## config.mk

```make
export PLATFORM = sky130hd
export DESIGN_NAME = datamem_bytelane
export DESIGN_NICKNAME = d
export VERILOG_FILES = /design/src/rtl/datamem_pkg.sv /design/src/rtl/datamem_load_align.sv /design/src/rtl/datamem_bytelane.sv
export SDC_FILE = /design/constraint.sdc
export NUM_CORES = 1
export LEC_CHECK = 0
export CAP_MARGIN = 20
export CORE_UTILIZATION = 50
export CTS_CLUSTER_SIZE = 16
export DETAILED_ROUTE_END_ITERATION = 10
export DONT_BUFFER_PORTS = 1
export SLEW_MARGIN = 10
export SYNTH_ARGS = -nofsm -noshare
export SYNTH_HDL_FRONTEND = slang
export SYNTH_SLANG_ARGS = --single-unit
export TNS_END_PERCENT = 10
```

## constraint.sdc

```tcl
create_clock -name clk -period 8.45 [get_ports clk]
set_input_delay 1.69 -clock clk [delete_from_list [all_inputs] [get_ports clk]]
set_output_delay 1.69 -clock clk [all_outputs]
set_load 0.005 [all_outputs]
```

## src/rtl/datamem_pkg.sv

```systemverilog
// Shared types and helpers for the byte-lane data memory.
// Imported by the memory top and the load aligner.
package datamem_pkg;

    typedef enum logic [1:0] {
        SZ_BYTE = 2'b00,
        SZ_HALF = 2'b01,
        SZ_WORD = 2'b10,
        SZ_RSVD = 2'b11
    } mem_size_e;

    typedef enum logic {
        DM_INIT = 1'b0,
        DM_RUN  = 1'b1
    } dm_state_e;

    function automatic logic [3:0] lane_mask(
        input mem_size_e  sz,
        input logic [1:0] off
    );
        logic [3:0] m;
        case (sz)
            SZ_BYTE: m = 4'b0001 << off;
            SZ_HALF: m = 4'b0011 << off;
            SZ_WORD: m = 4'b1111;
            default: m = 4'b0000;
        endcase
        return m;
    endfunction

endpackage

```

## src/rtl/datamem_load_align.sv

```systemverilog
// Selects the addressed byte/half of a word and extends it to 32 bits.
// Purely combinational so it can sit behind any registered read port.
module datamem_load_align
    import datamem_pkg::*;
(
    input  logic [31:0] i_word,
    input  logic [1:0]  i_off,
    input  mem_size_e   i_size,
    input  logic        i_unsigned,
    output logic [31:0] o_data
);

    logic [7:0]  w_byte;
    logic [15:0] w_half;
    logic        w_sb;
    logic        w_sh;

    assign w_byte = i_word[{i_off, 3'b000} +: 8];
    assign w_half = i_off[1] ? i_word[31:16] : i_word[15:0];
    assign w_sb   = ~i_unsigned & w_byte[7];
    assign w_sh   = ~i_unsigned & w_half[15];

    always_comb begin
        o_data = i_word;
        case (i_size)
            SZ_BYTE: o_data = {{24{w_sb}}, w_byte};
            SZ_HALF: o_data = {{16{w_sh}}, w_half};
            default: o_data = i_word;
        endcase
    end

endmodule

```

## src/rtl/datamem_bytelane.sv

```systemverilog
// Byte-addressable MEM-stage data memory with lane writes, registered
// read response, fault reporting and hardware zeroing after reset.
module datamem_bytelane
    import datamem_pkg::*;
#(
    parameter  int MEM_WORDS = 32,
    localparam int IDX_W     = $clog2(MEM_WORDS)
) (
    input  logic        clk,
    input  logic        rst_n,
    input  logic        req_valid,
    output logic        req_ready,
    input  logic        req_write,
    input  logic [1:0]  req_size,
    input  logic        req_unsigned,
    input  logic [31:0] req_addr,
    input  logic [31:0] req_wdata,
    output logic        rsp_valid,
    output logic [31:0] rsp_rdata,
    output logic        rsp_fault,
    output logic        init_done
);

    logic [31:0]      r_mem [MEM_WORDS];
    dm_state_e        r_state;
    logic [IDX_W-1:0] r_icnt;
    logic             r_ready;
    logic             r_init_done;
    logic             r_rsp_valid;
    logic [31:0]      r_rdata;
    logic             r_fault;

    mem_size_e        w_size;
    logic [1:0]       w_off;
    logic [IDX_W-1:0] w_widx;
    logic             w_acc;
    logic             w_fault;
    logic             w_st;
    logic [3:0]       w_be;
    logic [31:0]      w_wrep;
    logic [31:0]      w_word;
    logic [31:0]      w_ld;

    assign w_size = mem_size_e'(req_size);
    assign w_off  = req_addr[1:0];
    assign w_widx = req_addr[IDX_W+1:2];
    assign w_acc  = req_valid & r_ready;

    assign w_fault = (w_size == SZ_RSVD)
                   | ((w_size == SZ_HALF) & w_off[0])
                   | ((w_size == SZ_WORD) & (|w_off))
                   | (|req_addr[31:IDX_W+2]);

    assign w_st = w_acc & req_write & ~w_fault;
    assign w_be = lane_mask(w_size, w_off);

    always_comb begin
        w_wrep = req_wdata;
        case (w_size)
            SZ_BYTE: w_wrep = {4{req_wdata[7:0]}};
            SZ_HALF: w_wrep = {2{req_wdata[15:0]}};
            default: w_wrep = req_wdata;
        endcase
    end

    assign w_word = r_mem[w_widx];

    datamem_load_align u_align (
        .i_word     (w_word),
        .i_off      (w_off),
        .i_size     (w_size),
        .i_unsigned (req_unsigned),
        .o_data     (w_ld)
    );

    // Array is never reset; INIT zeroing is its only defined start state.
    always_ff @(posedge clk) begin
        if (r_state == DM_INIT) begin
            r_mem[r_icnt] <= '0;
        end else if (w_st) begin
            for (int i = 0; i < 4; i++) begin
                if (w_be[i]) begin
                    r_mem[w_widx][8*i +: 8] <= w_wrep[8*i +: 8];
                end
            end
        end
    end

    always_ff @(posedge clk or negedge rst_n) begin
        if (!rst_n) begin
            r_state     <= DM_INIT;
            r_icnt      <= '0;
            r_ready     <= 1'b0;
            r_init_done <= 1'b0;
            r_rsp_valid <= 1'b0;
            r_rdata     <= '0;
            r_fault     <= 1'b0;
        end else begin
            r_rsp_valid <= w_acc;
            if (w_acc) begin
                r_rdata <= (w_fault | req_write) ? '0 : w_ld;
                r_fault <= w_fault;
            end
            case (r_state)
                DM_INIT: begin
                    r_icnt <= r_icnt + 1'b1;
                    if (&r_icnt) begin
                        r_state     <= DM_RUN;
                        r_ready     <= 1'b1;
                        r_init_done <= 1'b1;
                    end
                end
                DM_RUN: begin
                    r_ready     <= 1'b1;
                    r_init_done <= 1'b1;
                end
                default: r_state <= DM_INIT;
            endcase
        end
    end

    assign req_ready = r_ready;
    assign init_done = r_init_done;
    assign rsp_valid = r_rsp_valid;
    assign rsp_rdata = r_rdata;
    assign rsp_fault = r_fault;

endmodule

```

==> summary.json <==
{
  "totalNegativeSetupSlack_ps": 0,
  "cap_violations": 0,
  "floorplan.io_pins": 107,
  "groute.layer.met1.usage_pct": 37.7,
  "postCtsResizedCells": 0,
  "yosys-top-cells-count": "edfxtp_1 (1024), mux4_2 (255), nor2_1 (184)",
  "p_total_mw": 10.7,
  "area_of_the_multi_input_gates_mm2": 0.0104,
  "net_count_reported_at_finish": 2248,
  "async_flop_share_pct": 3.85,
  "regToRegSetupSlack_ps": 3550,
  "synth_top_cells_by_area": "edfxtp_1 (72%), mux4_2 (13%), dfrtp_1 (2.4%)",
  "timing.critical_path.fanout_max": 42,
  "initial_utilization_pct": 50.7,
  "floorplan.die_area_mm2": 0.0863,
  "relative_slew_slack_pct": 23.6,
  "rsz0062_at_grt": "false",
  "dp.final_hpwl_um": 68800,
  "pre_cts_slack_ps": 2520,
  "placement.cell_area_mm2": 0.0440,
  "dieWidth_um": 294,
  "die-height_um": 294,
  "ratio_of_cells_with_drive_above_1_in_the_final_layout_pct": 23.9,
  "gp_congestion": 0.939,
  "io_buffers": 0,
  "final.hold.worst_slack_ps": 572,
  "final-hold-violation-count": 0,
  "clk_root_buffer_cell": "clkbuf_16",
  "total_number_of_vias": 21653,
  "number_of_buffers_created_by_cts": 105,
  "end_kind": "flip-flop",
  "timing.final.setup_violations": 0,
  "dp_cells": 3201,
  "synth_top_area_share_pct": 72.2,
  "grt_start_max_net_pins": 289,
  "yosysSeqAreaShare_pct": 74.6,
  "stdcell_count": 3394,
  "total_area_of_sequential_cells_mm2": 0.0318,
  "worst-endpoint-required_ps": 8730,
  "synth-seq-cells": 1065,
  "min-delay-path-class": "flip-flop to flip-flop",
  "grt_antenna_before_repair": 6,
  "rows": 106,
  "synthesis.area_mm2": 0.0426,
  "post_route_wl_um": 109000,
  "timing_max_transition_violations_final": 0,
  "overflow": 0,
  "clock_insertion_delay_worst_skew_ps": 660,
  "ant_nets": 0,
  "timing_worst_slew_pin_value_ps": 1140,
  "synth_nets": 2224,
  "numClockSinks": 1065,
  "first_pass_iters": 6,
  "final_setup_skew_ps": 20.8,
  "postSynthCellCount": 2151,
  "grtUsageMet3_pct": 5.74,
  "post-route-drc-count": 0,
  "yosysMostFrequentCell": "edfxtp_1",
  "vias_in_the_first_global_route": 21567,
  "final_critical_path_setup_slack_ps": 3160,
  "synthFlopType": "edfxtp_1",
  "cellLeakagePower_nw": 17.5,
  "number_of_vias_per_cell_after_detailed_routing": 6.38,
  "grt_use_met2_pct": 38.8,
  "starting_drc_count_in_detailed_routing": 2599,
  "status": "complete, no violations",
  "tritoncts": "done",
  "fin_util_pct": 56.6,
  "synth_edf_count": 1024,
  "post_synthesis_to_final_layout_area_growth_pct": 11.7,
  "ys.warnings.count": 0,
  "power_density_mw_per_mm2": 224,
  "cts_max_level": 3,
  "crit_path_start_kind": "primary input",
  "ctsHoldBuffers": 0,
  "syn_avg_cell_area_um2": 19.8,
  "filler_cell_count": 6161,
  "min_period_over_period_pct": 62.6,
  "post-cts-setup-buffers": 0,
  "cts-root-to-sink-buffers": 3,
  "grt_busiest_layer": "met2",
  "core-area_mm2": 0.0840,
  "final.min_clock_period_ps": 5290,
  "routed_wire_length_per_instance_um": 32.1,
  "clk_pin_slew_ps": 60,
  "grt.total_usage_pct": 25.6,
  "wire_length_of_the_first_global_routing_pass_um": 157000,
  "postLayoutCellArea_mm2": 0.0475,
  "critical_path_arrival_ps": 5570,
  "fmaxAchievable_ghz": 0.189,
  "yosys.area.top_type": "edfxtp_1",
  "post_synth_num_cell_types": 58,
  "peakVddDrop_mv": 0.213,
  "critical_path_class": "primary input to flip-flop"
}
## per-layer routing
| metal | wire length (µm) | vias up | part of all wire [%] |
|---|---|---|---|
| li1 | - | 8995 | - |
| met1 | 46000 | 11447 | 42 |
| met2 | 50500 | 1053 | 46 |
| met3 | 9840 | 152 | 9.0 |
| met4 | 2520 | 6 | 2.3 |
| met5 | 117 | - | 0.11 |
## worst max-delay path, stage by stage
cell and delay (ps):
nand2_2 460, inv_1 270, nand2_1 110, nor4_1 340, buf_4 220, nand3_2 540, buf_4 520, o31a_1 670
nor2_1 710
## registers in the layout (all words and copies together) (netlist names)
register / cells
r_mem: 1024
r_state: 1
r_icnt: 5
rsp_rdata: 32
init_done: 1
rsp_valid: 1
rsp_fault: 1
## logic make-up after synthesis
group | synth area share (%)
multiplexers | 16.5
adder cells (fa/ha/maj) | 0.0588
XOR/XNOR | 0.0617
AO/OA/AOI/OAI | 3.85
buffers and inverters | 1.47
flip-flops | 74.6
AND/OR/NAND/NOR | 3.46
## power by group
part	leakage [nW]	switching [mW]	internal (mW)
clock network	1.73	1.95	2.83
registers	12.3	0.000483	5.70
logic	3.50	0.0989	0.0942
total	17.5	2.05	8.62
## cell type report
class,count,share of cell area [%]
Clock buffer,134,6.15
Clock inverter,55,1.31
Timing Repair Buffer,45,0.734
Tap cell,1134,2.98
Sequential cell,1065,66.8
Inverter,9,0.0711
Multi-Input combinational cell,949,21.9
Antenna cell,3,0.0158
## worst paths after layout
path / from / to / cells past startpoint
setup / recovery: req_valid / r_mem[4][2] / 9
hold / removal: rsp_rdata[30] / rsp_rdata[30] / 2
setup reg to reg: init_done / r_mem[4][2] / 9
hold reg to reg: rsp_rdata[30] / rsp_rdata[30] / 2
max in group asynchronous: rst_n / r_icnt[2] / 0
min in group asynchronous: rst_n / rsp_rdata[14] / 0
## cell usage in the layout (no fill, tap or decap), types with 20 or more instances in the layout
master and count:
o21ai_0 25, nand2_1 57, nor2_1 167, a221oi_1 38, buf_4 43, nand3_1 20
mux2i_1 78, mux4_2 255, mux2_2 38, clkbuf_16 109, a22oi_1 54, a21oi_1 32
edfxtp_1 1024, dfrtp_1 41
Note: power is estimated with default switching activity, not from simulation.
